--- config.mk ---
export PLATFORM = sky130hd
export DESIGN_NAME = clk_div_gen
export DESIGN_NICKNAME = d
export VERILOG_FILES = /design/src/rtl/clk_div_pkg.sv /design/src/rtl/clk_div_phase.sv /design/src/rtl/clk_div_gen.sv
export SDC_FILE = /design/constraint.sdc
export NUM_CORES = 1
export LEC_CHECK = 0
export CAP_MARGIN = 20
export CORE_ASPECT_RATIO = 2
export CORE_MARGIN = 10
export CORE_UTILIZATION = 58
export DETAILED_ROUTE_END_ITERATION = 7
export PLACE_DENSITY = 0.8
export SLEW_MARGIN = 40
export SYNTH_ARGS = -nofsm -noshare
export SYNTH_HDL_FRONTEND = slang
export SYNTH_SLANG_ARGS = --single-unit
--- constraint.sdc ---
create_clock -name clk -period 8.9 [get_ports clk]
set_input_delay 1.78 -clock clk [delete_from_list [all_inputs] [get_ports clk]]
set_output_delay 1.78 -clock clk [all_outputs]
set_load 0.02 [all_outputs]
--- src/rtl/clk_div_pkg.sv ---
// Shared types and helpers for the programmable clock divider.
package clk_div_pkg;

  typedef enum logic [1:0] {
    STOP = 2'd0,
    LOCK = 2'd1,
    RUN  = 2'd2,
    PEND = 2'd3
  } clk_div_state_e;

  localparam int unsigned CLK_DIV_MIN = 2;

  // Number of high cycles per period: ceil(n/2), so odd ratios lean high.
  function automatic int unsigned clk_div_high(input int unsigned n);
    return n - (n >> 1);
  endfunction

endpackage

--- src/rtl/clk_div_phase.sv ---
// Phase counter with registered divided clock and rising-edge tick.
module clk_div_phase
  import clk_div_pkg::*;
#(
  parameter int unsigned CNT_W = 8
) (
  input  logic             clk,
  input  logic             rst,
  input  logic             i_run,
  input  logic             i_start,
  input  logic             i_clear,
  input  logic [CNT_W-1:0] i_div,
  output logic             o_clk_out,
  output logic             o_tick,
  output logic             o_last_c
);

  logic [CNT_W-1:0] r_cnt;
  logic             r_clk_out;
  logic             r_tick;
  logic [CNT_W-1:0] w_cnt_nxt;
  logic [CNT_W-1:0] w_high;

  assign w_high    = CNT_W'(clk_div_high(32'(i_div)));
  assign o_last_c  = (r_cnt == (i_div - CNT_W'(1)));
  assign w_cnt_nxt = o_last_c ? '0 : (r_cnt + CNT_W'(1));

  // Outputs are derived from the phase the counter is about to enter.
  always_ff @(posedge clk) begin
    if (rst || i_clear) begin
      r_cnt     <= '0;
      r_clk_out <= 1'b0;
      r_tick    <= 1'b0;
    end else if (i_start) begin
      r_cnt     <= '0;
      r_clk_out <= 1'b1;
      r_tick    <= 1'b1;
    end else if (i_run) begin
      r_cnt     <= w_cnt_nxt;
      r_clk_out <= (w_cnt_nxt < w_high);
      r_tick    <= (w_cnt_nxt == '0);
    end
  end

  assign o_clk_out = r_clk_out;
  assign o_tick    = r_tick;

endmodule

--- src/rtl/clk_div_gen.sv ---
// Clock-enable / divided-clock generator with glitch-free run-time ratio switching.
module clk_div_gen
  import clk_div_pkg::*;
#(
  parameter int unsigned CNT_W       = 8,
  parameter int unsigned DEFAULT_DIV = 2,
  parameter int unsigned LOCK_CYCLES = 4
) (
  input  logic             clk,
  input  logic             rst,
  input  logic             en,
  input  logic             div_req,
  input  logic [CNT_W-1:0] div_val,
  output logic             div_ack,
  output logic             div_err,
  output logic             clk_out,
  output logic             tick,
  output logic             locked,
  output logic [CNT_W-1:0] div_cur
);

  localparam int unsigned WRAP_W = $clog2(LOCK_CYCLES + 1);

  clk_div_state_e   r_state;
  clk_div_state_e   w_state_nxt;
  logic [CNT_W-1:0] r_div_cur;
  logic [CNT_W-1:0] r_pend_val;
  logic             r_div_ack;
  logic             r_div_err;
  logic             r_locked;
  logic [WRAP_W-1:0] r_wraps;

  logic             w_last;
  logic             w_req_ok;
  logic             w_req_bad;
  logic             w_req_good;
  logic             w_lock_done;

  logic             w_run;
  logic             w_start;
  logic             w_clear;
  logic             w_ack_nxt;
  logic             w_err_nxt;
  logic [CNT_W-1:0] w_div_nxt;
  logic             w_latch_pend;
  logic             w_locked_nxt;
  logic [WRAP_W-1:0] w_wraps_nxt;

  // A request still visible in the cycle right after an ack is the old one.
  assign w_req_ok    = div_req && !r_div_ack;
  assign w_req_bad   = w_req_ok && (div_val < CNT_W'(CLK_DIV_MIN));
  assign w_req_good  = w_req_ok && !w_req_bad;
  assign w_lock_done = w_last && (r_wraps == WRAP_W'(LOCK_CYCLES - 1));

  always_ff @(posedge clk) begin
    if (rst) begin
      r_state <= STOP;
    end else begin
      r_state <= w_state_nxt;
    end
  end

  always_comb begin
    w_state_nxt = r_state;
    case (r_state)
      STOP: begin
        if (en) w_state_nxt = LOCK;
      end
      LOCK: begin
        if (w_req_good)           w_state_nxt = PEND;
        else if (w_last && !en)   w_state_nxt = STOP;
        else if (w_lock_done)     w_state_nxt = RUN;
      end
      RUN: begin
        if (w_req_good)           w_state_nxt = PEND;
        else if (w_last && !en)   w_state_nxt = STOP;
      end
      PEND: begin
        if (w_last) w_state_nxt = en ? LOCK : STOP;
      end
      default: w_state_nxt = STOP;
    endcase
  end

  // Phase controls and next values of the registered status outputs.
  always_comb begin
    w_run        = 1'b0;
    w_start      = 1'b0;
    w_clear      = 1'b0;
    w_ack_nxt    = 1'b0;
    w_err_nxt    = 1'b0;
    w_div_nxt    = r_div_cur;
    w_latch_pend = 1'b0;
    w_locked_nxt = r_locked;
    w_wraps_nxt  = r_wraps;
    case (r_state)
      STOP: begin
        if (w_req_ok) begin
          w_ack_nxt = 1'b1;
          w_err_nxt = w_req_bad;
          if (w_req_good) w_div_nxt = div_val;
        end
        if (en) begin
          w_start     = 1'b1;
          w_wraps_nxt = '0;
        end
      end
      LOCK, RUN: begin
        w_run        = 1'b1;
        w_ack_nxt    = w_req_bad;
        w_err_nxt    = w_req_bad;
        w_latch_pend = w_req_good;
        if (!w_req_good && w_last) begin
          if (!en) begin
            w_clear      = 1'b1;
            w_locked_nxt = 1'b0;
          end else if (r_state == LOCK) begin
            if (w_lock_done) w_locked_nxt = 1'b1;
            else             w_wraps_nxt  = r_wraps + WRAP_W'(1);
          end
        end
      end
      PEND: begin
        w_run = 1'b1;
        if (w_last) begin
          w_div_nxt    = r_pend_val;
          w_ack_nxt    = 1'b1;
          w_locked_nxt = 1'b0;
          w_wraps_nxt  = '0;
          w_clear      = !en;
        end
      end
      default: w_clear = 1'b1;
    endcase
  end

  always_ff @(posedge clk) begin
    if (rst) begin
      r_div_cur  <= CNT_W'(DEFAULT_DIV);
      r_pend_val <= '0;
      r_div_ack  <= 1'b0;
      r_div_err  <= 1'b0;
      r_locked   <= 1'b0;
      r_wraps    <= '0;
    end else begin
      r_div_cur  <= w_div_nxt;
      if (w_latch_pend) r_pend_val <= div_val;
      r_div_ack  <= w_ack_nxt;
      r_div_err  <= w_err_nxt;
      r_locked   <= w_locked_nxt;
      r_wraps    <= w_wraps_nxt;
    end
  end

  clk_div_phase #(
    .CNT_W (CNT_W)
  ) u_phase (
    .clk       (clk),
    .rst       (rst),
    .i_run     (w_run),
    .i_start   (w_start),
    .i_clear   (w_clear),
    .i_div     (r_div_cur),
    .o_clk_out (clk_out),
    .o_tick    (tick),
    .o_last_c  (w_last)
  );

  assign div_ack = r_div_ack;
  assign div_err = r_div_err;
  assign locked  = r_locked;
  assign div_cur = r_div_cur;

endmodule

---- Word level (Yosys, flattened, before mapping) ----
Cells that the tools add are included.
operators by class
  $add $sub $neg .......................... 4
  magnitude comparators ................... 2
  equality and inequality tests ........... 17
  reduce and logical (&&, ||, !) cells .... 23
  mux-type cells .......................... 44
operators with widths
  cell                                                         count
  2-to-1 mux 8 bit                                             4
  2-to-1 mux 1 bit                                             20
  2-to-1 mux 3 bit                                             6
  one-hot mux 8 bit (2 select lines)                           1
  2-to-1 mux 2 bit                                             7
  inequality test 2 bit (second input constant)                7
  inequality test 3 bit (second input constant)                3
  one-hot mux 3 bit (3 select lines)                           1
  adder 8 x 1 -> 8 bit (second input constant)                 1
  equality test 8 bit                                          1
  zero test 8 bit                                              1
  less-than comparator 8 x 2 -> 1 bit (second input constant)  1
  less-than comparator 8 bit                                   1
  one-hot mux 2 bit (4 select lines)                           1
  AND reduction 4 bit                                          2
  subtractor 8 x 1 -> 8 bit (second input constant)            1
  subtractor 8 x 7 -> 8 bit                                    1
  logical AND 1 bit                                            6
  one-hot mux 1 bit (2 select lines)                           3
  AND reduction 6 bit                                          1
  nonzero test 2 bit                                           3
  AND reduction 5 bit                                          1
  equality test 2 bit (second input constant)                  2
  zero test 1 bit                                              4
  other kinds (10)                                             11
word-level totals
  input port bits ......................... 12
  output and inout bits ................... 13
  register bits ........................... 34
  logic and storage cells ................. 100

---- Logic depth before layout (Yosys ltp) ----
Gate-level depths: netlist of the first run.
  depth after elaboration ................. 11
  depth in mapped cells ................... 15
  depth with buffers taken out ............ 15

---- By module ----
From an unflattened synthesis of the first run, not the netlist that was laid out.
second synthesis, totals
  cell total of the unflattened synthesis .. 344
  area, all modules ....................... 2871.5 um^2
by module, submodules not included
  module         cells each  area each (um^2)  seq. area each (um^2)  instances
  clk_div_phase  181         1446.4            200.2                  1
  clk_div_gen    163         1425.1            480.5                  1

---- Least setup slack after synthesis of the first run ----
No wires, ideal clock.
  path kind ............................... input to register
  from .................................... in div_val[6]
  to ...................................... reg r_locked, in the netlist locked
  setup time .............................. 71 ps
  data arrival time ....................... 3713 ps
  data required time ...................... 8829 ps
  path buffers ............................ 1
  stages .................................. 6
  slack ................................... 5116 ps
  cell sequence ........................... or4_1 o211a_1 buf_2 or3_1 or4b_1 a21oi_1
between the ends
  cells in the longest elaborated chain, start to end .. 8
RTL lines
  what                                 RTL line            text
  start, declared                      clk_div_gen.sv:13   input logic [CNT_W-1:0] div_val,
  less-than comparator 8 x 2 -> 1 bit  clk_div_gen.sv:51   assign w_req_bad = w_req_ok && (div_val < CNT_W'(CLK_DIV_MIN));
  logical AND 1 bit                    clk_div_gen.sv:51
  zero test 1 bit                      clk_div_gen.sv:52   assign w_req_good = w_req_ok && !w_req_bad;
  logical AND 1 bit                    clk_div_gen.sv:52
  zero test 1 bit                      clk_div_gen.sv:113  if (!w_req_good && w_last) begin
  logical AND 1 bit                    clk_div_gen.sv:113
  inequality test 2 bit (no line)      --
  AND reduction 5 bit (no line)        --
  end signal, assigned                 clk_div_gen.sv:150  r_locked <= w_locked_nxt;
  end, declared                        clk_div_gen.sv:30   logic r_locked;
No other way between the ends.
A chain may end at the register's enable or synchronous reset.

---- Worst setup path in the final report of the first run ----
  from .................................... in div_val[6]
  to ...................................... reg u_phase.r_cnt[0]
between the ends
  cells in the longest elaborated chain, start to end .. 10
RTL lines
  what                                 RTL line             text
  less-than comparator 8 x 2 -> 1 bit  clk_div_gen.sv:51
  logical AND 1 bit                    clk_div_gen.sv:51
  zero test 1 bit                      clk_div_gen.sv:52
  logical AND 1 bit                    clk_div_gen.sv:52
  zero test 1 bit                      clk_div_gen.sv:113
  logical AND 1 bit                    clk_div_gen.sv:113
  2-to-1 mux 1 bit                     clk_div_gen.sv:113
  one-hot mux 1 bit (2 select lines)   clk_div_gen.sv:96    case (r_state)
  logical OR 1 bit                     clk_div_phase.sv:30  if (rst || i_clear) begin
  OR reduction 2 bit (no line)         --
  end signal, assigned                 clk_div_phase.sv:39  r_cnt <= w_cnt_nxt;
  end, declared                        clk_div_phase.sv:18  logic [CNT_W-1:0] r_cnt;
No other way between the ends.

==> results of run 1 <==
-- sequential cells by signal, indices dropped and copies added, names as in the netlist --
signal	cells
div_ack	1
r_pend_val	8
div_cur	8
r_state	2
r_wraps	3
u_phase.o_tick	1
u_phase.o_clk_out	1
locked	1
div_err	1
u_phase.r_cnt	8
-- per-stage QoR --
stage	std cells	power (mW)	instance area, µm²	hold slack (ps)
floorplan	338	0.642	2790	450
global placement	398	0.777	3010	465
detailed placement	398	0.791	3010	466
CTS	404	0.909	3100	475
global route	404	0.988	3100	501
finish	404	0.914	3100	474
-- worst max-delay path: stages --
cell	delay (ps)
clkdlybuf4s50_1	460
or4_1	620
o21ai_1	490
a21oi_1	190
o41ai_2	650
a21oi_1	90
-- kinds of logic (layout without fill, tap and decap cells) --
logic type	Yosys count	count (layout)	synth area share (%)
DFF	34	34	24.4
AOI/OAI and AO/OA	85	85	21.2
muxes	16	16	5.75
buffers and inverters	41	52	6.06
xor gates and xnor gates	21	21	7.09
and+or+nand+nor	110	110	21.3
adders and majority gates	31	31	14.2
-- layer usage --
metal	part of all wire [%]	GRT usage [%]	vias up	routed length, µm
met5	0	0	-	0
met4	4.3	10.4	0	291
met3	3.2	2.53	22	215
met2	53	29.5	59	3600
met1	39	15.7	1213	2670
li1	-	-	1243	-
-- worst max-delay path by stage --
| stage | endpoint | start | cells after the start |
|---|---|---|---|
| after CTS | locked | div_val[6] | 6 |
| after global routing | u_phase.r_cnt[6] | div_val[6] | 6 |
| after floorplan | locked | div_val[6] | 6 |
| after detailed placement | locked | div_val[6] | 6 |
| final | u_phase.r_cnt[0] | div_val[6] | 6 |
| after global placement | locked | div_val[6] | 6 |
-- cell type report --
| type | instances | area (µm²) | area share [%] |
|---|---|---|---|
| clock buffers | 6 | 82.6 | 2.67 |
| inverters | 21 | 78.8 | 2.54 |
| multi-input cells | 263 | 1940 | 62.6 |
| flip-flops and latches | 34 | 681 | 22.0 |
| well taps | 55 | 68.8 | 2.22 |
| repair buffers | 25 | 248 | 8.00 |
-- placed cells by master (no fill, tap or decap), drive strengths merged, types with 2 or more instances in the layout --
master          n
inv            21
o41ai           2
and2            4
a21o            5
o21ai          15
nor4            5
nand3           9
clkdlybuf4s50  24
o31ai           8
nor2b           7
nor3b           2
xnor2          10
mux2i          16
or4            10
or3             4
a21oi          22
nand4b          5
dfxtp          34
a211o           3
nor2           32
nand2b          4
nor3            6
a211oi          5
nand3b          2
ha             30
xor2           10
a31oi           8
or4b            3
clkbuf          6
nand2          15
a31o            3
o21bai          3
o21a            2
-- power groups by stage --
stage | clock network (mW) | registers (mW) | logic [mW]
final | 0.113 | 0.214 | 0.587
after global routing | 0.120 | 0.218 | 0.650
after CTS | 0.116 | 0.214 | 0.579
after detailed placement | 0 | 0.217 | 0.574
after global placement | 0 | 0.216 | 0.561
after floorplan | 0 | 0.228 | 0.414
==> out/results.ini, run 1 <==
[timing]
period_share_pct=46.5
worst_pin_slew_ps=814
final-setup-viol-count=0
maxSlewHeadroom_pct=45.7
worst_clock_skew_ps=9.51
grt_setup_unrepaired=no
min_period_ps=4140
finalHoldViolations=0
slew_viol_final=0
fin_setup_tns_ps=0
clock.fmax_mhz=242
final.setup.worst_slack_ps=4760

[floorplanning]
die_x_um=69.0
fp.coreArea_mm2=0.00464
row_count=35
initial_core_util_pct=60.0
io_pins=25
die_h_um=118
fp.dieArea_mm2=0.00814

[cts]
h-tree-depth=2
cts-root-buf=clkbuf_8
clk_pin_slew_ps=70
cts_buffer_depth=2
cts_tree=built
cts_resized=0
cts_hold_buf=0
numCtsBuffers=5
clkLatencyLatePin_ps=290
postCtsSetupRepairBufs=0
numClockSinks=34

[global_route]
grt_max_degree=38
grt_pass1_vias=2527
grt_pass1_wl_mm=11.3
grt-ovfl-total=0
grt_use_total_pct=16.0
antenna_found_initial=0

[logic_synthesis]
avgSynthCellArea_um2=8.24
ys_warn_count=0
ys_top_cells_by_area=dfxtp_1, ha_1, mux2i_1
synth_top_cell_by_area=dfxtp_1
synthDistinctLibCells=52
synthArstFlopShare_pct=0
synthesis.nets=381
synth-seq-cells=34
yosysSeqAreaShare_pct=24.4
synth_most_common_cell=dfxtp_1
ys_dominant_reg_cell=dfxtp_1
synthCells=338
netlist_top_cells_count=dfxtp_1, nor2_1, ha_1
mappedNetlistArea_mm2=0.00279
synth_top_area_share_pct=24.4
synth_edf_count=0

[routing]
drc=0
vias_per_cell=6.28
vias=2537
wl_mm=6.78
routedWlPerCell_um=16.8
drt_iter0_drc=130
ant_nets=0
dr.pass1.iters=4

[cells_and_area]
antenna_cells=0
nets=393
fillers=391
area_growth_pct=11.2
post-route-util_pct=66.7
drive_above_1_share_pct=4.87

[pwr]
power_leakage_nw=1.21
p_comb_share_pct=64.2
switching_power_uw=428
clkPwrFrac_pct=12.4
peakVddDrop_uv=219
powerDensity_mw_per_mm2=295
switching_share_pct=46.8
p_seq_share_pct=23.4
p_int_uw=486

[placement]
dp_hpwl_mm=5.16
dp_slack_ps=4520
io_buffers=24
place.gp.congestion=0.903

[run_status]
status=finished, final reports clean

[setup_path]
arrival_ps=4280
cp-end-kind=register
worstReg2RegStart=div_cur[2]
rr_worst_depth=14
rr_endpoint=u_phase.o_clk_out
crit_type=input port to register
cp_data_required_time_ps=9040
worst_setup_path_start_kind=input port
worst-path-max-fanout=9
regToRegSetupSlack_ps=4820

[job]
cap_violations=0

[worst_hold_path]
min_from=r_wraps[2]
hold_depth=2
hold_class=register to register
holdPathEnd=r_wraps[2]

No activity file was read; power rests on OpenSTA's default activity.
==> run 2: changes to the inputs <==
--- a/config.mk
+++ b/config.mk
@@ -8,9 +8,9 @@
 export CAP_MARGIN = 20
 export CORE_ASPECT_RATIO = 2
 export CORE_MARGIN = 10
-export CORE_UTILIZATION = 58
+export CORE_UTILIZATION = 53
 export DETAILED_ROUTE_END_ITERATION = 7
-export PLACE_DENSITY = 0.8
+export PLACE_DENSITY = 0.77
 export SLEW_MARGIN = 40
 export SYNTH_ARGS = -nofsm -noshare
 export SYNTH_HDL_FRONTEND = slang
==> constraint.sdc (replaced) <==
create_clock -name clk -period 3.8 [get_ports clk]
set_input_delay 0.76 -clock clk [delete_from_list [all_inputs] [get_ports clk]]
set_output_delay 0.76 -clock clk [all_outputs]
set_load 0.02 [all_outputs]
==> out/results.ini, run 2 (synthesis results as in run 1) <==
[cells_and_area]
fillers=471  ; was 391
nets=400  ; was 393
final_common_cell=dfxtp_1  ; unchanged
area_growth_pct=14.1  ; was 11.2%
final-seq-area_um2=681  ; unchanged
design_area_mm2=0.00318  ; was 0.00310 mm²
antenna_cells=0  ; unchanged
multi_input_area_mm2=0.00194  ; about the same
layout_common_cells=dfxtp_1, nor2_1, ha_1, clkdlybuf4s50_1, a21oi_1  ; unchanged
finalNonFillerCells=416  ; was 404
drive_above_1_share_pct=7.82  ; was 4.87%

[setup_path]
regToRegSetupSlack_ps=570  ; was 4820 ps
worst_path_dominant_cell_family=compound AO/OA/AOI/OAI gates  ; unchanged
rr_worst_depth=13  ; was 14
cp_cell_sequence=inv_1 > ha_1 > a21bo_2 > a21o_1 > a2111oi_4 > and2_1 > nor2_1 > ha_1 > a21o_1 > a21o_1 > a21oi_1 > o311ai_0 > a211oi_1  ; was clkdlybuf4s50_1 > or4_1 > o21ai_1 > a21oi_1 > o41ai_2 > a21oi_1
cpPeakStageDelay_ps=460  ; was 650 ps
slowest_stage=dfxtp_1  ; was o41ai_2
path_buf_inv=1  ; unchanged
rr_endpoint=u_phase.o_clk_out  ; unchanged
worstSetupStartpoint=div_cur[0]  ; was div_val[6]
worst-path-max-fanout=6  ; was 9
arrival_ps=3460  ; was 4280 ps
crit_type=register to register  ; was input port to register
worst_setup_path_start_kind=register  ; was input port
cp_data_required_time_ps=4020  ; was 9040 ps
cp-end-kind=register  ; unchanged
worstReg2RegStart=div_cur[0]  ; was div_cur[2]
crit_top_cell=a21o_1  ; was a21oi_1

[global_route]
grt_pass1_vias=2615  ; was 2527
antenna_found_initial=0  ; unchanged
grt_use_total_pct=16.8  ; was 16.0%
grt-ovfl-total=0  ; unchanged
grt_pass1_wl_mm=12.1  ; was 11.3 mm
grt_max_degree=27  ; was 38

[worst_hold_path]
hold_depth=2  ; unchanged
holdPathEnd=r_wraps[1]  ; was r_wraps[2]
min_from=r_wraps[1]  ; was r_wraps[2]
hold_class=register to register  ; unchanged

[floorplanning]
die_x_um=71.3  ; was 69.0 µm
initial_core_util_pct=54.2  ; was 60.0%
io_pins=25  ; unchanged
fp.dieArea_mm2=0.00873  ; was 0.00814 mm²
die_h_um=123  ; was 118 µm
row_count=37  ; was 35
fp.coreArea_mm2=0.00514  ; was 0.00464 mm²

[timing]
grt_setup_unrepaired=no  ; unchanged
fin_setup_tns_ps=0  ; unchanged
maxSlewHeadroom_pct=56.4  ; was 45.7%
slew_viol_final=0  ; unchanged
min_period_ps=3230
finalHoldViolations=0  ; unchanged
worst_pin_slew_ps=652  ; was 814 ps
clock.fmax_mhz=309
period_share_pct=85.1
final-setup-viol-count=0  ; unchanged
worst_clock_skew_ps=11.1  ; was 9.51 ps

[routing]
ant_nets=0  ; unchanged
route.met3.wl_um=243  ; was 215 µm
drc=0  ; unchanged
routedWlPerCell_um=17.2  ; was 16.8 µm
wl_mm=7.14  ; was 6.78 mm
top_layer_used=met4  ; unchanged
met1Wirelength_mm=2.69  ; was 2.67 mm
wl_met2_mm=4.03  ; was 3.60 mm
drt_iter0_drc=136  ; was 130
vias_per_cell=6.13  ; was 6.28
vias=2549  ; was 2537
dr.pass1.iters=4  ; unchanged

[cts]
postCtsSetupRepairBufs=0  ; unchanged
numCtsBuffers=5  ; unchanged
clk_pin_slew_ps=80  ; was 70 ps
cts_tree=built  ; unchanged
clkLatencyLatePin_ps=300  ; was 290 ps
cts-root-buf=clkbuf_8  ; unchanged
h-tree-depth=2  ; unchanged
numClockSinks=34  ; unchanged
cts_hold_buf=0  ; unchanged
cts_buffer_depth=2  ; unchanged
cts_resized=0  ; unchanged

[placement]
io_buffers=24  ; unchanged
place_area_mm2=0.00306  ; was 0.00301 mm²
dp_hpwl_mm=5.55  ; was 5.16 mm
place_inst=408  ; was 398
place.gp.congestion=0.944  ; was 0.903

[run_status]
status=finished, final reports clean  ; unchanged

[pwr]
power_leakage_nw=1.26  ; was 1.21 nW
peakVddDrop_uv=516  ; was 219 µV
powerDensity_mw_per_mm2=702  ; was 295 mW/mm²

[job]
cap_violations=0  ; unchanged

run 2: cell count changes in the layout (fill, tap and decap cells not counted), sizes merged:
cell / before / now
buf: 1 / 9
clkbuf: 6 / 8
clkdlybuf4s50: 24 / 23
run 2: tightest hold or removal path: stages, from the launching register on:
cell and delay (ps):
dfxtp_1 310, o21ai_0 70, a21oi_1 60
run 2: cell type report:
type	instances	area share [%]
multi-input combinational	263	61.1
clock buffer	8	3.46
inverter	21	2.48
sequential	34	21.4
timing repair buffer	32	9.29
tap	58	2.28
run 2: how the worst max path moves through the flow:
stage | endpoint | slack [ps] | cells past startpoint
2_1_floorplan | u_phase.o_clk_out | 390 | 15
3_3_place_gp | u_phase.o_clk_out | 630 | 14
5_1_grt | u_phase.o_clk_out | 230 | 13
3_5_place_dp | u_phase.o_clk_out | 590 | 13
6_report | u_phase.o_clk_out | 570 | 13
4_1_cts | u_phase.o_clk_out | 570 | 13
run 2: power breakdown:
| part | switching, mW | internal (mW) | leakage [nW] | total, mW |
|---|---|---|---|---|
| Combinational | 0.807 | 0.596 | 0.922 | 1.40 |
| Clock | 0.144 | 0.183 | 0.0575 | 0.327 |
| Sequential | 0.0756 | 0.426 | 0.277 | 0.501 |
| Total | 1.03 | 1.20 | 1.26 | 2.23 |
run 2: stage by stage:
stage	hold WS [ps]	setup slack, ps	util (%)	total power [mW]
after global placement	459	627	59.7	1.86
after detailed placement	473	588	59.6	1.89
final	480	565	61.9	2.23
after floorplan	450	387	-	1.50
after global routing	514	229	61.9	2.42
after CTS	483	568	61.8	2.23
run 2: metal layers:
layer | track usage, % | up-vias
met2 | 32.0 | 47
met1 | 16.3 | 1229
met3 | 3.63 | 11
met5 | 0 | -
met4 | 8.15 | 0
li1 | - | 1262
